===== config.mk =====
export PLATFORM = sky130hd
export DESIGN_NAME = serial_frame_tx
export DESIGN_NICKNAME = d
export VERILOG_FILES = /design/src/rtl/serial_frame_tx_pkg.sv /design/src/rtl/serial_frame_tx_bit_timer.sv /design/src/rtl/serial_frame_tx.sv
export SDC_FILE = /design/constraint.sdc
export NUM_CORES = 1
export LEC_CHECK = 0
export CORE_UTILIZATION = 54
export CTS_CLUSTER_DIAMETER = 200
export DETAILED_ROUTE_END_ITERATION = 7
export DONT_BUFFER_PORTS = 1
export GPL_TIMING_DRIVEN = 0
export MAX_ROUTING_LAYER = met4
export PLACE_DENSITY = 0.79
export SETUP_SLACK_MARGIN = 0.2
export SLEW_MARGIN = 25
export SYNTH_ARGS = -nofsm -noshare
export SYNTH_HDL_FRONTEND = slang
export SYNTH_SLANG_ARGS = --single-unit

===== constraint.sdc =====
create_clock -name clock -period 1.5 [get_ports clock]
set_input_delay 0.45 -clock clock [delete_from_list [all_inputs] [get_ports clock]]
set_output_delay 0.45 -clock clock [all_outputs]
set_load 0.01 [all_outputs]

===== src/rtl/serial_frame_tx_pkg.sv =====
// Shared definitions for the serial frame transmitter and its matching receiver:
// state encodings, line idle level, parity mode and a counter width helper.
package serial_frame_tx_pkg;

    typedef enum logic [2:0] {
        ST_IDLE   = 3'd0,
        ST_START  = 3'd1,
        ST_DATA   = 3'd2,
        ST_PARITY = 3'd3,
        ST_STOP   = 3'd4
    } tx_state_t;

    localparam logic LINE_IDLE   = 1'b1;
    // XOR-ed into the data parity; 0 gives even parity over data plus parity bit.
    localparam logic PARITY_MODE = 1'b0;

    // A one-value counter still needs a one-bit register.
    function automatic int cnt_width(input int n);
        return (n > 1) ? $clog2(n) : 1;
    endfunction

endpackage


===== src/rtl/serial_frame_tx_bit_timer.sv =====
// Bit period timer: ticks in the last cycle of every CLKS_PER_BIT-cycle period,
// restarting from zero whenever clear is held.
module serial_frame_tx_bit_timer
    import serial_frame_tx_pkg::*;
#(
    parameter int CLKS_PER_BIT = 4
) (
    input  logic clock,
    input  logic reset,
    input  logic clear,
    output logic tick
);

    localparam int CNT_W = cnt_width(CLKS_PER_BIT);
    localparam logic [CNT_W-1:0] LAST = CNT_W'(CLKS_PER_BIT - 1);

    logic [CNT_W-1:0] count;

    always_ff @(posedge clock or posedge reset) begin
        if (reset) begin
            count <= '0;
        end else if (clear || (count == LAST)) begin
            count <= '0;
        end else begin
            count <= count + 1'b1;
        end
    end

    assign tick = (count == LAST);

endmodule


===== src/rtl/serial_frame_tx.sv =====
// Serial frame transmitter: start bit, data LSB first, optional even parity, stop bit.
// The line is registered and idles high; a new word is taken on start && ready.
module serial_frame_tx
    import serial_frame_tx_pkg::*;
#(
    parameter int DATA_WIDTH   = 8,
    parameter int CLKS_PER_BIT = 4,
    parameter int PARITY_EN    = 1
) (
    input  logic                  clock,
    input  logic                  reset,
    input  logic [DATA_WIDTH-1:0] data,
    input  logic                  start,
    output logic                  ready,
    output logic                  tx_out,
    output logic                  busy,
    output logic                  done
);

    localparam int IDX_W = cnt_width(DATA_WIDTH);
    localparam logic [IDX_W-1:0] LAST_IDX = IDX_W'(DATA_WIDTH - 1);

    tx_state_t             state;
    tx_state_t             state_next;
    logic [DATA_WIDTH-1:0] shift_q;
    logic [DATA_WIDTH-1:0] shift_next;
    logic [IDX_W-1:0]      bit_idx;
    logic                  parity_q;
    logic                  tx_q;
    logic                  tx_next;
    logic                  tick;
    logic                  accept;

    assign accept = start && (state == ST_IDLE);

    // The timer is held at zero while idle so the start bit gets a full period.
    serial_frame_tx_bit_timer #(
        .CLKS_PER_BIT(CLKS_PER_BIT)
    ) u_bit_timer (
        .clock(clock),
        .reset(reset),
        .clear(state == ST_IDLE),
        .tick (tick)
    );

    always_ff @(posedge clock or posedge reset) begin
        if (reset) begin
            state <= ST_IDLE;
        end else begin
            state <= state_next;
        end
    end

    always_comb begin
        state_next = state;
        case (state)
            ST_IDLE:   if (start) state_next = ST_START;
            ST_START:  if (tick) state_next = ST_DATA;
            ST_DATA: begin
                if (tick && (bit_idx == LAST_IDX)) begin
                    state_next = (PARITY_EN != 0) ? ST_PARITY : ST_STOP;
                end
            end
            ST_PARITY: if (tick) state_next = ST_STOP;
            ST_STOP:   if (tick) state_next = ST_IDLE;
            default:   state_next = ST_IDLE;
        endcase
    end

    // The line value is chosen from the upcoming state so tx_out can be a flop.
    always_comb begin
        shift_next = shift_q;
        tx_next    = LINE_IDLE;
        if (accept) begin
            shift_next = data;
        end else if ((state == ST_DATA) && tick) begin
            shift_next = shift_q >> 1;
        end
        case (state_next)
            ST_IDLE:   tx_next = LINE_IDLE;
            ST_START:  tx_next = ~LINE_IDLE;
            ST_DATA:   tx_next = shift_next[0];
            ST_PARITY: tx_next = parity_q;
            ST_STOP:   tx_next = LINE_IDLE;
            default:   tx_next = LINE_IDLE;
        endcase
    end

    always_ff @(posedge clock or posedge reset) begin
        if (reset) begin
            shift_q  <= '0;
            bit_idx  <= '0;
            parity_q <= 1'b0;
            tx_q     <= LINE_IDLE;
        end else begin
            shift_q <= shift_next;
            tx_q    <= tx_next;
            if (accept) begin
                bit_idx  <= '0;
                parity_q <= (^data) ^ PARITY_MODE;
            end else if ((state == ST_DATA) && tick) begin
                bit_idx <= (bit_idx == LAST_IDX) ? '0 : bit_idx + 1'b1;
            end
        end
    end

    assign tx_out = tx_q;
    assign ready  = (state == ST_IDLE);
    assign busy   = ~ready;
    assign done   = (state == ST_STOP) && tick;

endmodule


==> results of run 1 <==
-- worst max-delay path by stage --
stage	startpoint	to	slack (ps)
4_1_cts	state[2]	busy	-160
3_5_place_dp	u_bit_timer.count[0]	shift_q[6]	40
3_3_place_gp	u_bit_timer.count[0]	tx_out	100
6_report	state[2]	busy	-150
5_1_grt	state[2]	busy	-190
2_1_floorplan	u_bit_timer.count[0]	shift_q[0]	170
-- sequential cells by signal, summed over array words and instances, names as in the netlist --
signal,cells
parity_q,1
bit_idx,3
u_bit_timer.count,2
tx_out,1
shift_q,8
state,3
-- power by group through the flow --
stage	clock network (mW)	logic, mW	registers (mW)
2_1_floorplan	0	0.741	0.821
3_3_place_gp	0	0.826	0.836
3_5_place_dp	0	0.867	0.854
4_1_cts	0.255	0.930	0.847
5_1_grt	0.276	1.09	0.869
6_report	0.252	0.970	0.845
-- layer usage --
metal	global-route usage, %	vias to the layer above
met1	31.65	339
met4	13.33	0
met2	35.00	20
li1	-	341
met5	-	-
met3	4.082	6
-- worst reg2reg max path: cells and delay by family (launching register included) --
kind | cells | cell delay [ps]
and+or+nand+nor | 4 | 620
buffers and inverters | 3 | 440
DFF | 1 | 390
-- layout by cell type, fill, tap and decap left out, types with 2 or more instances in the layout --
master,Yosys,routed
nand2_1,22,22
dfrtp_1,17,17
xnor2_1,8,8
buf_4,1,6
buf_6,2,5
o21ai_1,5,5
nor2_1,5,4
a22oi_1,6,4
a22oi_2,1,3
clkbuf_4,0,3
mux2i_1,2,2
nor3_1,2,2
ha_2,0,2
-- cells by family (layout without fill, tap and decap cells) --
group	count (synthesis)	count (layout)
AO/OA/AOI/OAI	16	16
buffers and inverters	8	18
flip-flops	18	18
XOR/XNOR	8	8
multiplexers	2	2
adder cells (fa/ha/maj)	3	3
AND/OR/NAND/NOR	39	39
-- area by class of cell --
cell class / instances / area (sq um) / area share [%]
multi-input combinational: 68 / 500.5 / 44.59
sequential: 18 / 451.7 / 40.25
buffer: 6 / 67.56 / 6.020
timing repair buffer: 6 / 48.80 / 4.348
clock buffer: 4 / 26.28 / 2.341
tap: 16 / 20.02 / 1.784
inverter: 2 / 7.507 / 0.6689
-- metrics by stage --
stage	setup WS [ps]	TNS, ps	hold WS [ps]	util, %
after CTS	-158.8	-453.0	156.2	70.00
after detailed placement	40.19	0	437.1	65.24
after global placement	103.2	0	428.9	65.24
after global routing	-189.8	-1099	183.9	71.19
final	-149.5	-511.5	134.6	71.19
after floorplan	168.1	0	387.8	-
-- timing repair --
action	CTS	global route
endpoints found under the hold margin	0	0
cloned	2	0
pin swaps	4	0
endpoints found under the setup margin	18	18
resized for setup	7	2
setup buffers	2	2
==> results.cfg, run 1 <==
[outcome]
status = finished with violations
violations = design-rule violations, negative setup slack

[setup_path]
cp_max_fo = 5
worstReg2RegEnd = shift_q[6]
r2r_cells = 7
required_ps = 1050
critPathTopFamily = flip-flops
r2r_start = state[2]
max_stage_delay_ps = 390
slowest_stage = dfrtp_1
start_kind = flop
critical_path_buf_inv_count = 2
critPathArrivalTime_ps = 1200
crit_chain = buf_6, nor3_4, inv_2
cp-end-kind = output pin
reg2reg_slack_ps = -60
crit_type = reg -> out
worstSetupPathDepth = 3

[drt]
detail_route.first_pass.iterations = 8
drtAntennaViolNets = 0
num_vias = 706
wl_met2_um = 954
wire_per_inst_um = 16.30
remaining_drc_errors = 1
first_iter_violations = 15
vias_per_cell = 5.883
wl_mm = 1.956
top_layer = met4
wl_met1_um = 895
wl_met3_um = 62

[synthesis]
syn_area_sq_um = 958.4
yosys-top-cells-count = 22 x nand2_1, 17 x dfrtp_1, 8 x xnor2_1, 6 x a22oi_1
synth_mux_area_share_pct = 2.089
async_reset_ff_share_pct = 100.0
synth.avg_cell_area_sq_um = 10.20
synth_fa_ha_area_share_pct = 3.916
ys_warn_count = 0
synth_xor_area_share_pct = 7.311
synth.top_cells.by_area = dfrtp_1 44%, nand2_1 8.6%, xnor2_1 7.3%
synth_ff_type = dfrtp_1
yosysTopAreaCellShare_pct = 44.39
syn_inst = 94
synth_compound_area_share_pct = 12.27
synth-edff-count = 0
synth_cell_types = 30
yosys.area.top_type = dfrtp_1
seq_area_frac_synth_pct = 47.13
synth_top_family_by_area = simple AND/OR/NAND/NOR gates
syn_nets = 108
yosysMostFrequentCell = nand2_1
synthSimpleGateAreaFrac_pct = 21.80
synth-seq-cells = 18

[min_path]
hp-class = in -> async

[layout]
finalNonFillerCells = 120
fin_area_sq_mm = 0.001122
area_growth_pct = 17.10
antenna_cells = 0
nets = 119
nFillCells = 120
drive_above_1_share_pct = 29.81

[grt]
grtUsageTotal_pct = 23.98
antenna_found_initial = 0
overflow = 0
grt_pass1_wl_mm = 3.208
grt_pass1_vias = 713
grt_max_degree = 19

[clocking]
cts_hold_buf = 0
cts-root-buf = clkbuf_4
cts_htree_levels = 1
clk_pin_slew_ps = 100
cts_tree = built
cts_made_buffers = 3
clk_latency_ps = 290
clockBufferDepth = 2
clock_sinks = 18

[power]
fin_total_pwr_mw = 2.067
intPower_mw = 1.275
p_per_area_mw_per_mm2 = 1842
clockPowerShare_pct = 12.2
p_leak_nw = 0.4944
switchingPower_uw = 792.8
p_comb_share_pct = 46.9
p_sw_share_pct = 38.35
seqPwrFrac_pct = 40.9
peakVddDrop_mv = 1.167

[timing]
rsz0062_at_grt = yes
finalHoldViolCount = 0
layout_min_cycle_time_ps = 1650
period_share_pct = 110.0
slew_violations = 0
fmax_mhz = 606.2
finalSetupViolCount = 9
post-route-worst-setup-slack_ps = -149.5
slew_headroom_pct = 54.19
worst_slew_pin_slew_ps = 686.4
clock_skew_ps = 4.294

[floorplanning]
fp.dieH_um = 44.13
die_area_sq_mm = 0.001947
row_count = 14
initial_core_util_pct = 60.79
die_w_um = 44.13
io_pins = 15
core_sq_mm = 0.001577

[place]
gp_congestion = 0.7078
dp_hpwl_mm = 1.306
dpl.cell_count = 110
io_buffers = 0
placed_cell_area_sq_mm = 0.001028

[flow_run]
drv_cap = 0
No activity file was read; power rests on OpenSTA's default activity.
==> inputs of run 2 (changes only) <==
--- a/config.mk
+++ b/config.mk
@@ -11,7 +11,7 @@
 export DONT_BUFFER_PORTS = 1
 export GPL_TIMING_DRIVEN = 0
 export MAX_ROUTING_LAYER = met4
-export PLACE_DENSITY = 0.79
+export PLACE_DENSITY = 0.83
 export SETUP_SLACK_MARGIN = 0.2
 export SLEW_MARGIN = 25
 export SYNTH_ARGS = -nofsm -noshare
==> results.cfg, run 2 (synthesized netlist as in run 1, its figures left out) <==
[outcome]
status = finished with violations
violations = negative setup slack

[clocking]
cts-root-buf = clkbuf_4
clk_latency_ps = 290
clk_pin_slew_ps = 100
clock_sinks = 18
clockBufferDepth = 2
cts_made_buffers = 3
cts_htree_levels = 1
cts_tree = built

[layout]
drive_above_1_share_pct = 42.06
fin_util_pct = 78.57
antenna_cells = 0
largestRegisters = shift_q: 8 flops, bit_idx: 3 flops, state: 3 flops
fin_area_sq_mm = 0.001239
multiInputGateArea_sq_um = 544.3
nFillCells = 109
final_common_cell = nand2_1
seq_area_sq_um = 451.7
top_register = shift_q
largest_reg_flops = 8
nets = 122
finalNonFillerCells = 123
most-common-layout-cells = 18 x nand2_1, 17 x dfrtp_1, 9 x buf_6
area_growth_pct = 29.24

[setup_path]
slowest_stage = dfrtp_1
required_ps = 1050
r2r_cells = 7
cp-end-kind = output pin
start_kind = flop
reg2reg_slack_ps = -20
critPathArrivalTime_ps = 1200
critPathTopFamily = flip-flops
cp_max_fo = 5
r2r_start = state[1]
crit_chain = buf_6, nor3_4, inv_2
worstReg2RegEnd = tx_out
critical_path_buf_inv_count = 2
crit_type = reg -> out
max_stage_delay_ps = 390

[grt]
antenna_found_initial = 0
grt_pass1_wl_mm = 3.174
overflow = 0
grt_max_degree = 19
grtUsageTotal_pct = 23.86
grt_pass1_vias = 700

[timing]
layout_min_cycle_time_ps = 1648
fmax_mhz = 606.9
holdWs_ps = 130.2
rsz0062_at_grt = yes
slew_headroom_pct = 55.17
finalSetupViolCount = 5
period_share_pct = 109.8
slew_violations = 0
clock_skew_ps = 6.956
finalHoldViolCount = 0
post-route-worst-setup-slack_ps = -147.7
worst_slew_pin_slew_ps = 671.7

[drt]
wire_per_inst_um = 16.95
remaining_drc_errors = 0
first_iter_violations = 11
vias_per_cell = 5.797
num_vias = 713
wl_mm = 2.085
detail_route.first_pass.iterations = 4
drtAntennaViolNets = 0

[place]
dpl.cell_count = 110
dp_hpwl_mm = 1.222
placed_cell_area_sq_mm = 0.001028
gp_congestion = 0.7447
io_buffers = 0

[floorplanning]
core_sq_mm = 0.001577
die_w_um = 44.13
die_area_sq_mm = 0.001947
io_pins = 15
initial_core_util_pct = 60.79
row_count = 14
fp.dieH_um = 44.13

[power]
peakVddDrop_mv = 1.208
p_per_area_mw_per_mm2 = 1863
fin_total_pwr_mw = 2.308
p_leak_nw = 0.5300

[flow_run]
drv_cap = 0

[min_path]
hp-class = in -> async
run 2: routing by layer:
layer | share of wire, % | up-vias | global-route usage [%]
li1 | - | 346 | -
met3 | 2.2 | 4 | 2.857
met2 | 54 | 10 | 37.06
met5 | 0 | - | -
met4 | 1.6 | 0 | 12.12
met1 | 42 | 353 | 30.83
run 2: layout make-up:
cell class                      instances  share of cell area, %
Buffer                                  6                  5.758
Clock buffer                            4                  2.929
Multi-Input combinational cell         68                  43.94
Tap cell                               16                  1.616
Inverter                                2                 0.6061
Timing Repair Buffer                    9                  8.687
Sequential cell                        18                  36.46
run 2: worst max-delay path by stage:
stage,startpoint,to,slack (ps),cells past startpoint
finish,state[1],busy,-150,3
global route,state[1],busy,-200,3
CTS,state[1],busy,-150,3
detailed placement,state[0],tx_out,70,5
global placement,u_bit_timer.count[0],tx_out,110,6
floorplan,u_bit_timer.count[0],shift_q[0],170,6
run 2: metrics by stage:
stage                     worst slack [ps]  TNS, ps
after detailed placement             73.85        0
after CTS                           -149.1   -370.9
after floorplan                      168.1        0
final                               -147.7   -346.7
after global routing                -197.7    -1229
after global placement               108.2        0
run 2: what timing repair did:
action / in CTS / in global routing
hold buffers: 0 / 0
resized for setup: 9 / 15
setup endpoints to repair: 18 / 18
pin swaps: 4 / 7
buffers inserted: 4 / 3
cloned: 2 / 0
run 2: report_power, final:
group          switching [mW]  internal (mW)
registers               0.158          0.719
clock network           0.147          0.148
logic                   0.571          0.565
total                   0.876           1.43
